## src/rtl/hring_eject_if.sv

```systemverilog
// Ejection link between the hierarchical-ring router, the eject buffer and the local node.
// The master side is the router/node pair. The slave side is the buffer.
interface hring_eject_if #(
  parameter int FLIT_W = 144,
  parameter int CNT_W  = 3
);
  logic [FLIT_W-1:0] eject;
  logic              push;
  logic              bfull;
  logic [FLIT_W-1:0] out_flit;
  logic              out_valid;
  logic              out_ready;
  logic [CNT_W-1:0]  count;
  logic              overflow;

  modport master (
    output eject, push, out_ready,
    input  bfull, out_flit, out_valid, count, overflow
  );

  modport slave (
    input  eject, push, out_ready,
    output bfull, out_flit, out_valid, count, overflow
  );
endinterface

```

## src/rtl/hring_eject_buffer.sv

```systemverilog
// In-order FIFO for flits ejected by the ring router toward the local node.
// bfull is raised early enough to cover the one flit still in flight behind it.
module hring_eject_buffer #(
  parameter int FLIT_W = 144,
  parameter int DEPTH  = 4,
  parameter int CNT_W  = $clog2(DEPTH) + 1,
  parameter int SLACK  = 1
) (
  input logic          clk,
  input logic          rst,
  hring_eject_if.slave eif
);
  localparam int PTR_W = $clog2(DEPTH);

  logic [FLIT_W-1:0] mem [DEPTH];
  logic [PTR_W-1:0]  wr_ptr, rd_ptr;
  logic [CNT_W-1:0]  cnt, cnt_next;
  logic              bfull_q, ovf_q;
  logic              pop, accept;

  always_comb begin
    pop      = (cnt != '0) & eif.out_ready;
    accept   = eif.push & ((cnt < CNT_W'(DEPTH)) | pop);
    cnt_next = cnt + CNT_W'(accept) - CNT_W'(pop);
  end

  // Storage is left uncleared; only the pointers and count define the contents.
  always_ff @(posedge clk) begin
    if (accept) mem[wr_ptr] <= eif.eject;
  end

  always_ff @(posedge clk or posedge rst) begin
    if (rst) begin
      wr_ptr  <= '0;
      rd_ptr  <= '0;
      cnt     <= '0;
      bfull_q <= 1'b0;
      ovf_q   <= 1'b0;
    end else begin
      if (accept) wr_ptr <= wr_ptr + 1'b1;
      if (pop)    rd_ptr <= rd_ptr + 1'b1;
      cnt     <= cnt_next;
      bfull_q <= (cnt_next >= CNT_W'(DEPTH - SLACK));
      if (eif.push & ~accept) ovf_q <= 1'b1;
    end
  end

  assign eif.out_flit  = mem[rd_ptr];
  assign eif.out_valid = (cnt != '0);
  assign eif.count     = cnt;
  assign eif.bfull     = bfull_q;
  assign eif.overflow  = ovf_q;
endmodule

```

## src/flat_wrapper.sv

```systemverilog
// flat-port wrapper written by rule: the top's interface ports become plain ports
module hring_eject_buffer_flat 
#(
  parameter int FLIT_W = 144,
  parameter int DEPTH  = 4,
  parameter int CNT_W  = $clog2(DEPTH) + 1,
  parameter int SLACK  = 1
)
  (clk, rst, eif_eject, eif_push, eif_out_ready, eif_bfull, eif_out_flit, eif_out_valid, eif_count, eif_overflow);
  hring_eject_if #(.FLIT_W(FLIT_W), .CNT_W(CNT_W)) eif_i ();
  input logic clk;
  input logic rst;
  input wire logic [$bits(eif_i.eject)-1:0] eif_eject;
  input wire logic [$bits(eif_i.push)-1:0] eif_push;
  input wire logic [$bits(eif_i.out_ready)-1:0] eif_out_ready;
  output wire logic [$bits(eif_i.bfull)-1:0] eif_bfull;
  output wire logic [$bits(eif_i.out_flit)-1:0] eif_out_flit;
  output wire logic [$bits(eif_i.out_valid)-1:0] eif_out_valid;
  output wire logic [$bits(eif_i.count)-1:0] eif_count;
  output wire logic [$bits(eif_i.overflow)-1:0] eif_overflow;
  assign eif_i.eject = eif_eject;
  assign eif_i.push = eif_push;
  assign eif_i.out_ready = eif_out_ready;
  assign eif_bfull = eif_i.bfull;
  assign eif_out_flit = eif_i.out_flit;
  assign eif_out_valid = eif_i.out_valid;
  assign eif_count = eif_i.count;
  assign eif_overflow = eif_i.overflow;
  hring_eject_buffer #(.FLIT_W(FLIT_W), .DEPTH(DEPTH), .CNT_W(CNT_W), .SLACK(SLACK)) u_core (.clk(clk), .rst(rst), .eif(eif_i));
endmodule
```

## config.mk

```make
export PLATFORM = sky130hd
export DESIGN_NAME = hring_eject_buffer_flat
export DESIGN_NICKNAME = d
export VERILOG_FILES = /design/src/rtl/hring_eject_if.sv /design/src/rtl/hring_eject_buffer.sv /design/src/flat_wrapper.sv
export SDC_FILE = /design/constraint.sdc
export NUM_CORES = 1
export LEC_CHECK = 0
export CAP_MARGIN = 20
export CORE_MARGIN = 4
export CORE_UTILIZATION = 49
export CTS_CLUSTER_SIZE = 10
export DETAILED_ROUTE_END_ITERATION = 6
export GPL_TIMING_DRIVEN = 1
export PLACE_DENSITY = 0.78
export SKIP_LAST_GASP = 1
export SYNTH_ARGS = -nofsm -noshare
export SYNTH_HDL_FRONTEND = slang
export SYNTH_SLANG_ARGS = --single-unit
```

## constraint.sdc

```tcl
create_clock -name clk -period 4.5 [get_ports clk]
set_input_delay 0.9 -clock clk [delete_from_list [all_inputs] [get_ports clk]]
set_output_delay 0.9 -clock clk [all_outputs]
set_load 0.1 [all_outputs]
```

# ---- Word level (Yosys, flattened, before mapping)
# Memory sizes are Yosys's and may differ from the RTL's.
# Index checks and enable logic that the tools add are counted.
dict set report totals {
  mem_bits_rw 576
  reg_bits 9
  mem_count 1
  input_bits 148
  word_cells 20
}
# memory depth word_bits read_ports rd_clocked_by_memory_dff wr line_no
set memory_table {}
lappend memory_table {u_core.mem 4 144 1 0 1 hring_eject_buffer.sv:15} ;# logic [FLIT_W-1:0] mem [DEPTH];
dict set report op_classes {
  n_reduce_logical 1
  order_cmp 2
  addsub 4
  n_mux 2
  bitwise 5
}
# cell count
set op_table {}
lappend op_table {{$add 2x1->2 const B} 2}
lappend op_table {{$add 3x1->3} 1}
lappend op_table {{$and 1x1->1} 3}
lappend op_table {{$ge 3x2->1 const B} 1}
lappend op_table {{$lt 3x3->1 const B} 1}
lappend op_table {{$reduce_bool 3->1} 1}
lappend op_table {{$sub 3x1->3} 1}
lappend op_table {{$mux 1} 2}
lappend op_table {{$not 1->1} 1}
lappend op_table {{$or 1x1->1} 1}

# ---- Longest topological paths before layout
dict set report logic_depth {
  word_depth 7
  mapped_depth 9
}

# ---- Worst setup path before layout
# No wires, ideal clock.
dict set report synth_path {
  path_kind {input port to flip-flop}
  startpoint {in eif_out_ready}
  endpoint {mem u_core.mem[0][0] (enable)}
  arrival_time_ps 4540
  setup_slack_ps -561
  path_stages 3
  path_cell_list {inv_1 > a21boi_2 > and2_1}
}
dict set report synth_via {
  elab_chain_cells 5
}
# item line_no
set synth_rtl {}
lappend synth_rtl {{start, declared} flat_wrapper.sv:15} ;# input wire logic [$bits(eif_i.out_ready)-1:0] eif_out_ready;
lappend synth_rtl {{$and 1x1->1} hring_eject_buffer.sv:22} ;# pop = (cnt != '0) & eif.out_ready;
lappend synth_rtl {{$or 1x1->1} hring_eject_buffer.sv:23} ;# accept = eif.push & ((cnt < CNT_W'(DEPTH)) | pop);
lappend synth_rtl {{$and 1x1->1} hring_eject_buffer.sv:23}
lappend synth_rtl {{net u_core.accept} hring_eject_buffer.sv:19} ;# logic pop, accept;
lappend synth_rtl {{$mux 1} hring_eject_buffer.sv:29} ;# if (accept) mem[wr_ptr] <= eif.eject;
lappend synth_rtl {{$mux 1 (not written as such)} hring_eject_buffer.sv:29}
lappend synth_rtl {{end, declared} hring_eject_buffer.sv:15}
# The timed path passes the listed nets, and every way through them passes these cells.

# ---- Worst setup path in the final report
dict set report layout_path {
  startpoint {reg u_core.rd_ptr[1]}
  endpoint {out eif_out_flit[127]}
}
dict set report layout_via {
  elab_chain_cells 1
}
# item line_no
set layout_rtl {}
lappend layout_rtl {{start, declared} hring_eject_buffer.sv:16} ;# logic [PTR_W-1:0] wr_ptr, rd_ptr;
lappend layout_rtl {{start signal, assigned} hring_eject_buffer.sv:41} ;# if (pop) rd_ptr <= rd_ptr + 1'b1;
lappend layout_rtl {{$mem_v2 4x144} n/a}
lappend layout_rtl {{end, declared} flat_wrapper.sv:17} ;# output wire logic [$bits(eif_i.out_flit)-1:0] eif_out_flit;
# Every way passes these cells.

==> flow_metrics.env <==
export IMPL_status="completed"
export IMPL_htree_levels=3
export IMPL_grt_usage=0.187
export IMPL_fmax_ghz=0.293
export IMPL_io_buffers=297
export IMPL_end_kind="output pin"
export IMPL_netlist_area_mm2=0.0213
export IMPL_grt_pass1_wl_um=65200
export IMPL_r2r_slack_ns=2.03
export IMPL_min_from="u_core.eif.overflow$_DFFE_PP0P_"
export IMPL_wl_per_cell_um=24.5
export IMPL_fill_cells=2939
export IMPL_area_growth_pct=25.3
export IMPL_max_cap_viol_count=0
export IMPL_setup_violations=0
export IMPL_ys_seq_area_frac=0.825
export IMPL_dpl_instance_area_mm2=0.0247
export IMPL_fin_setup_tns_ns=0
export IMPL_grt_max_degree=73
export IMPL_finalHoldViolCount=0
export IMPL_vias=9594
export IMPL_slew_headroom=0.353
export IMPL_critPathTopFamily="flip-flops"
export IMPL_yosysTopAreaCellShare=0.814
export IMPL_path_buf_inv=2
export IMPL_min_period_over_period=0.758
export IMPL_start_util=0.494
export IMPL_antenna_found_initial=8
export IMPL_yosysTopAreaCell="edfxtp_1"
export IMPL_synth_seq_cells=585
export IMPL_cts_resized=0
export IMPL_wl_um=42800
export IMPL_r2r_start="u_core.eif.count[2]$_DFF_PP0_"
export IMPL_cts_buffers=69
export IMPL_place_congestion=0.725
export IMPL_postCtsSetupBuffers=0
export IMPL_grt_remaining_overflow=0
export IMPL_tightest_slew_ns=0.968
export IMPL_grt_setup_unrepaired="no"
export IMPL_ios=298
export IMPL_stdcell_area_mm2=0.0266
export IMPL_report_final_slew_viol_count=0
export IMPL_crit_slowest_cell="dfrtp_4"
export IMPL_drt_pass1_iter_count=5
export IMPL_hpwl_um=25800
export IMPL_critPathLaunch="u_core.rd_ptr[1]$_DFFE_PP0P_"
export IMPL_drc_errors=0
export IMPL_cts_tree="done"
export IMPL_rows=76
export IMPL_start_kind="flip-flop"
export IMPL_yosys_warnings=0
export IMPL_final_seq_area_mm2=0.0175
export IMPL_crit_required_ns=3.60
export IMPL_root_buffer="clkbuf_16"
export IMPL_clock_latency_ns=0.57
export IMPL_endpoint="eif_out_flit[127]"
export IMPL_r2r_end="u_core.eif.bfull$_DFF_PP0_"
export IMPL_mappedNetlistNets=947
export IMPL_clk_pin_slew_ns=0.05
export IMPL_ys_types=20
export IMPL_multiInputGateArea_mm2=0.00347
export IMPL_drtIter0Drc=653
export IMPL_ant_nets=0
export IMPL_path_class="flip-flop to output pin"
export IMPL_die_width_um=216
export IMPL_syn_inst=792
export IMPL_fin_crit_ns=3.41
export IMPL_cp_arrival_ns=2.51
export IMPL_reg2reg_depth=9
export IMPL_clock_sinks=585
export IMPL_grt_pass1_vias=10568
export IMPL_synth_area_per_cell_um2=26.8
export IMPL_worstPathCellList="buf_12 -> mux4_2 -> buf_4"
export IMPL_drive_gt1_frac=0.338
export IMPL_max_stage_delay_ns=0.74
export IMPL_fin_nets=1302
export IMPL_core_mm2=0.0430
export IMPL_hold_buffers=0
export IMPL_die_area_mm2=0.0468
export IMPL_fin_skew_ns=0.0181
export IMPL_ys_top_cells_by_area="edfxtp_1 81%, mux4_2 15%, dfrtp_1 1.1%"
export IMPL_holdCritPathClass="flip-flop to flip-flop"
export IMPL_vias_per_cell=5.48
export IMPL_worst_path_stages=3
export IMPL_die_h_um=216
export IMPL_clockBufferDepth=3
export IMPL_path_max_fanout=71
==> Yosys cell counts, drive strengths merged <==
master,number
a21boi,1
mux2,1
and2,5
a21o,1
dfrtp,9
inv,8
or3,1
ha,6
mux4,144
edfxtp,576
a31o,1
buf,31
xor2,1
fa,1
nand3,1
clkbuf,1
xnor2,4
==> final cells by class <==
cell class	instances	share of cell area
sequential	585	0.659
inverter	8	0.00113
multi-input combinational	167	0.130
clock buffer	82	0.0695
antenna	3	0.000282
clock inverter	6	0.00207
timing repair buffer	316	0.111
tap	585	0.0275
==> worst min path at each step <==
stage	end	cells after the start	slack (ns)
global route	u_core.eif.overflow$_DFFE_PP0P_	1	0.51
floorplan	u_core.wr_ptr[1]$_DFFE_PP0P_	1	0.53
detailed placement	u_core.eif.overflow$_DFFE_PP0P_	1	0.48
global placement	u_core.eif.overflow$_DFFE_PP0P_	1	0.46
CTS	u_core.eif.overflow$_DFFE_PP0P_	1	0.49
finish	u_core.eif.overflow$_DFFE_PP0P_	1	0.49
==> registers in the layout, summed over array words and instances (netlist names) <==
signal and flops:
u_core.rd_ptr 2, u_core.wr_ptr 2, u_core.eif.count 3, u_core.mem 576
u_core.eif.overflow 1, u_core.eif.bfull 1
==> layer usage <==
metal / global-route usage / share of wire / up-vias / wire length [um]
met5: 0 / 0.0013 / - / 54
met4: 0.0676 / 0.027 / 8 / 1170
met3: 0.0652 / 0.079 / 83 / 3370
met2: 0.315 / 0.52 / 321 / 22200
met1: 0.226 / 0.38 / 5060 / 16100
li1: - / - / 4122 / -
==> cell families after synthesis <==
group                      count (synthesis)  share of synthesized area
DFF                                      585                      0.825
muxes                                    145                      0.153
buffers and inverters                     40                     0.0125
adders and majority gates                  7                    0.00447
and+or+nand+nor                            7                    0.00200
xor gates and xnor gates                   5                    0.00206
AOI/OAI and AO/OA                          3                    0.00130
==> placed cells by master (no fill, tap or decap), types with 4 or more instances in the layout <==
| cell type | synthesis | routed |
|---|---|---|
| edfxtp_1 | 576 | 576 |
| clkdlybuf4s50_1 | 0 | 153 |
| buf_4 | 6 | 148 |
| mux4_2 | 144 | 144 |
| clkbuf_16 | 0 | 72 |
| buf_12 | 0 | 15 |
| clkbuf_1 | 1 | 9 |
| inv_1 | 8 | 8 |
| dfrtp_1 | 9 | 7 |
| ha_1 | 6 | 6 |
| xnor2_1 | 4 | 4 |
| and2_4 | 0 | 4 |
==> through the flow <==
| step | std cells | hold slack (ns) | setup slack, ns | util |
|---|---|---|---|---|
| final | 1752 | 0.492 | 1.09 | 0.619 |
| after global routing | 1751 | 0.506 | 0.969 | 0.619 |
| after CTS | 1749 | 0.492 | 1.03 | 0.619 |
| after detailed placement | 1661 | 0.481 | 1.27 | 0.575 |
| after global placement | 1661 | 0.458 | 1.24 | 0.575 |
| after floorplan | 792 | 0.534 | 1.03 | - |
Power is not shown: default switching activity piles up to over one toggle a cycle in this logic, so the estimate is an artifact.
